### src/rtl/pipeline_stage_reg.sv
// pipeline_stage_reg
//   Two-entry ready/valid pipeline register (main + skid slot). in_ready and
//   out_data come straight from flops, so the stage breaks both the forward
//   and the backward timing paths while still moving one entry per cycle.
//
// Ports
//   clk        rising-edge clock
//   rst        asynchronous, active-high reset
//   flush      drop every held entry and any entry offered this cycle
//   in_valid   upstream payload present
//   in_ready   stage can take a payload this cycle
//   in_data    upstream payload, DATA_WIDTH bits
//   out_valid  out_data holds a live entry
//   out_ready  downstream takes the head entry
//   out_data   head payload, DATA_WIDTH bits
//   occupancy  live entries: 0, 1 or 2
//
// Configuration
//   PIPELINE_STAGE_ZERO_EN  when defined, a slot is cleared to 0 whenever it
//                           is vacated or flushed, so out_data is 0 whenever
//                           out_valid is 0. When undefined, vacated slots keep
//                           stale data. Handshake timing is identical.
//
// state | meaning
// ------+--------------------------------
// EMPTY | no live entry
// ONE   | main live, skid free
// FULL  | main and skid live, in_ready=0

module pipeline_stage_reg #(
    parameter int DATA_WIDTH = 32
) (
    input  logic                  clk,
    input  logic                  rst,
    input  logic                  flush,
    input  logic                  in_valid,
    output logic                  in_ready,
    input  logic [DATA_WIDTH-1:0] in_data,
    output logic                  out_valid,
    input  logic                  out_ready,
    output logic [DATA_WIDTH-1:0] out_data,
    output logic [1:0]            occupancy
);

    typedef enum logic [1:0] {
        EMPTY = 2'd0,
        ONE   = 2'd1,
        FULL  = 2'd2
    } state_t;

    state_t                state_q, state_d;
    logic [DATA_WIDTH-1:0] main_q, main_d;
    logic [DATA_WIDTH-1:0] skid_q, skid_d;
    logic                  in_ready_q, in_ready_d;

    logic in_fire;
    logic out_fire;

    assign in_fire  = in_valid & in_ready_q;
    assign out_fire = out_valid & out_ready;

    always_comb begin
        state_d = state_q;
        main_d  = main_q;
        skid_d  = skid_q;

        case (state_q)
            EMPTY: begin
                if (in_fire) begin
                    main_d  = in_data;
                    state_d = ONE;
                end
            end
            ONE: begin
                if (in_fire && out_fire) begin
                    main_d = in_data;
                end else if (in_fire) begin
                    skid_d  = in_data;
                    state_d = FULL;
                end else if (out_fire) begin
                    state_d = EMPTY;
`ifdef PIPELINE_STAGE_ZERO_EN
                    main_d  = '0;
`endif
                end
            end
            FULL: begin
                // in_ready is low here, so only the drain case exists.
                if (out_fire) begin
                    main_d  = skid_q;
                    state_d = ONE;
`ifdef PIPELINE_STAGE_ZERO_EN
                    skid_d  = '0;
`endif
                end
            end
            default: begin
                state_d = EMPTY;
            end
        endcase

        // Flush wins over everything, including a same-cycle push.
        if (flush) begin
            state_d = EMPTY;
`ifdef PIPELINE_STAGE_ZERO_EN
            main_d  = '0;
            skid_d  = '0;
`else
            main_d  = main_q;
            skid_d  = skid_q;
`endif
        end

        // Registered ready: computed from the next state so it is valid the
        // cycle the new state takes effect.
        in_ready_d = (state_d != FULL);
    end

    always_ff @(posedge clk or posedge rst) begin
        if (rst) begin
            state_q    <= EMPTY;
            main_q     <= '0;
            skid_q     <= '0;
            in_ready_q <= 1'b1;
        end else begin
            state_q    <= state_d;
            main_q     <= main_d;
            skid_q     <= skid_d;
            in_ready_q <= in_ready_d;
        end
    end

    assign in_ready  = in_ready_q;
    assign out_valid = (state_q != EMPTY);
    assign out_data  = main_q;

    always_comb begin
        occupancy = 2'd0;
        case (state_q)
            ONE:     occupancy = 2'd1;
            FULL:    occupancy = 2'd2;
            default: occupancy = 2'd0;
        endcase
    end

endmodule

### config.mk
export PLATFORM = sky130hd
export DESIGN_NAME = pipeline_stage_reg
export DESIGN_NICKNAME = d
export VERILOG_FILES = /design/src/rtl/pipeline_stage_reg.sv
export SDC_FILE = /design/constraint.sdc
export NUM_CORES = 1
export LEC_CHECK = 0
export CORE_ASPECT_RATIO = 1.75
export CORE_MARGIN = 3
export CORE_UTILIZATION = 49
export CTS_CLUSTER_DIAMETER = 40
export DETAILED_ROUTE_END_ITERATION = 12
export PLACE_DENSITY = 0.84
export SLEW_MARGIN = 20
export SYNTH_ARGS = -nofsm -noshare
export SYNTH_HDL_FRONTEND = slang
export SYNTH_SLANG_ARGS = --single-unit
### constraint.sdc
create_clock -name clk -period 2.43 [get_ports clk]
set_clock_uncertainty 0.05 [all_clocks]
set_input_delay 0.3645 -clock clk [delete_from_list [all_inputs] [get_ports clk]]
set_output_delay 0.3645 -clock clk [all_outputs]
set_load 0.02 [all_outputs]
==> reports/qor.csv <==
stage;metric;value;unit
outcome;status;completed;
clocking;clk_latency;330;ps
die;initial_core_util;0.512;
cells_and_area;regArea;1680;um2
die;row_count;37;
synthesis;avgSynthCellArea;13.5;um2
clocking;post_cts_buffers;0;
synthesis;syn_area;3060;um2
sta;drv_slew;0;
setup_path;end_kind;output pin;
sta;setup_tns;0;ps
cells_and_area;layout-drive-gt1-share;0.218;
grt;grt_util_met2;0.286;
synthesis;synth.top_cell.area_share;0.541;
die;core_area;5970;um2
clocking;max-clock-path-buffers;2;
synthesis;syn_nets;264;
setup_path;path_buf_inv;2;
place;place_congestion;0.788;
detailed_routing;drt-initial-drc-count;98;
sta;max_clock_freq;459;MHz
place;postPlaceCellArea;3810;um2
cells_and_area;fin_area;4010;um2
synthesis;synth_seq_cells;67;
clocking;path_clk_slew;70;ps
setup_path;crit_path_cell_trace;nand2b_2, clkinv_1, clkdlybuf4s50_1;
grt;track_usage;0.180;
power_and_ir_drop;total_power;3.31;mW
sta;setup_ws;249;ps
synthesis;synth_area_leaders;dfrtp_1 (54%), mux2_4 (15%), mux2i_1 (10%), nand2_1 (4.1%), o21ai_0 (3.6%);
sta;finalSetupViolCount;0;
sta;finalCriticalPeriod;2180;ps
setup_path;worst_setup_path_startpoint;state_q[1];
clocking;clock_sinks;67;
detailed_routing;totalWireLength;5.84;mm
cells_and_area;nets;339;
power_and_ir_drop;p_leak;2.02;nW
setup_path;r2r-start;in_ready;
setup_path;reg2reg_slack;770;ps
sta;max_slew.worst_pin.slew;490;ps
clocking;cts_made_buffers;9;
place;post-place-ws;379;ps
power_and_ir_drop;irDropWorstVdd;415;uV
grt;busiest_layer;met2;
worst_hold_path;hold_class;input port to asynchronous set/reset pin;
detailed_routing;drc_errors;0;
synthesis;synth_seq_area_share;0.549;
flow_run;drv_cap;0;
setup_path;r2r_end;skid_q[28];
synthesis;ys_types;24;
setup_path;worstPathRequired;2020;ps
grt;antenna_found_initial;0;
setup_path;startpoint_type;register;
grt;grt_max_degree;68;
setup_path;reg2regPathDepth;5;
synthesis;yosys_warnings;0;
place;place_hpwl;3.95;mm
grt;gr-usage-met1;0.227;
detailed_routing;ant_nets;0;
sta;rsz0062_at_grt;false;
detailed_routing;dr.pass1.iters;4;
grt;grt_pass1_vias;2126;
cells_and_area;multi_input_area;1230;um2
synthesis;synth_top_cell_by_area;dfrtp_1;
clocking;cts_resized;0;
setup_path;cpMaxStageDelayCell;clkdlybuf4s50_1;
sta;relSlewSlack;0.673;
clocking;cts_tree;done;
setup_path;worstPathArrival;1770;ps
synthesis;synthCells;227;
grt;grt_pass1_wl;10.1;mm
cells_and_area;area_growth;31.1;%
setup_path;critPathMaxFanout;7;
sta;timing.hold.ws;370;ps
cells_and_area;finalCoreUtilization;0.671;
clocking;cts_max_level;3;
die;die_w;65.7;um
detailed_routing;drt-wirelength-per-cell;15.2;um
setup_path;path_delay_family;buffers and inverters;
die;die_h;110;um
grt;met3_usage;0.0356;
place;placed_cells;369;
detailed_routing;vias_per_cell;5.01;
cells_and_area;fillers;448;
cells_and_area;finalNonFillerCells;385;
die;ios;73;
cells_and_area;insertedDiodeCount;0;
power_and_ir_drop;powerDensity;825;nW/um2
clocking;ctsHoldBuffers;0;
die;dieArea;7260;um2
place;numPortBuffers;72;
detailed_routing;num_vias;1928;
setup_path;cpPeakStageDelay;620;ps
clocking;cts-root-buf;clkbuf_8;
sta;period_share;0.897;
sta;hold_viol_final;0;
setup_path;critical_path_class;register to output pin;
grt;grt-ovfl-total;0;
how the worst max path moves through the flow:
stage,slack (ps),to,cells past startpoint
global route,120,occupancy[1],3
CTS,190,occupancy[1],3
floorplan,330,out_data[0],1
finish,250,occupancy[1],3
detailed placement,380,skid_q[1],6
global placement,400,skid_q[2],6
cell usage after synthesis:
cell type	instances
clkbuf_4	2
o21ai_1	6
o21ai_2	5
nand2b_1	2
and4bb_4	1
nand2_1	33
mux2i_1	32
o22a_1	1
inv_1	3
clkinv_1	1
and2b_1	1
nor2_1	2
mux2_2	4
dfrtp_1	66
buf_6	9
nor2_2	1
mux2_4	30
nor2b_2	1
buf_8	1
dfstp_2	1
nand2_2	1
or2_2	1
a41oi_4	1
o21ai_0	22
area by class of cell:
class / instances / share of cell area
Sequential cell: 67 / 0.419
Timing Repair Buffer: 76 / 0.197
Multi-Input combinational cell: 144 / 0.308
Tap cell: 78 / 0.0244
Clock buffer: 11 / 0.0353
Inverter: 4 / 0.00375
Clock inverter: 5 / 0.0131
worst register-to-register path, delay by kind of cell (launching register included):
family | cells | cell delay (ps)
flip-flops | 1 | 570
buffers and inverters | 1 | 200
multiplexers | 1 | 340
AND/OR/NAND/NOR | 3 | 390
power by group:
group	total (mW)	internal, mW	switching (mW)
Sequential	1.54	1.38	0.152
Combinational	0.877	0.519	0.359
Clock	0.894	0.497	0.397
cell usage in the layout (no fill, tap or decap), types with 2 or more instances in the layout:
master | netlist | routed
clkbuf_8 | 0 | 10
nor2_1 | 2 | 2
o21ai_0 | 22 | 22
mux2_2 | 4 | 4
clkdlybuf4s50_1 | 0 | 72
dfrtp_1 | 66 | 66
nand2_1 | 33 | 33
inv_1 | 3 | 2
mux2_4 | 30 | 30
buf_12 | 0 | 3
clkinv_2 | 0 | 3
mux2i_1 | 32 | 32
o21ai_2 | 5 | 5
o21ai_1 | 6 | 6
cells by family (layout without fill, tap and decap cells):
group                  after synthesis  after routing  synth area share
DFF                                 67             67             0.549
muxes                               66             66             0.267
and+or+nand+nor                     43             43            0.0639
AOI/OAI and AO/OA                   35             35            0.0721
buffers and inverters               16             96            0.0479
sequential cells by signal, summed over array words and instances (netlist names):
signal    count
state_q       2
out_data     32
in_ready      1
skid_q       32
metal layers:
layer,vias to the layer above,share of wire
met5,-,0
met4,0,0.027
met3,12,0.039
met2,50,0.52
met1,931,0.41
li1,935,-
Power figures use the tool's default switching activity.
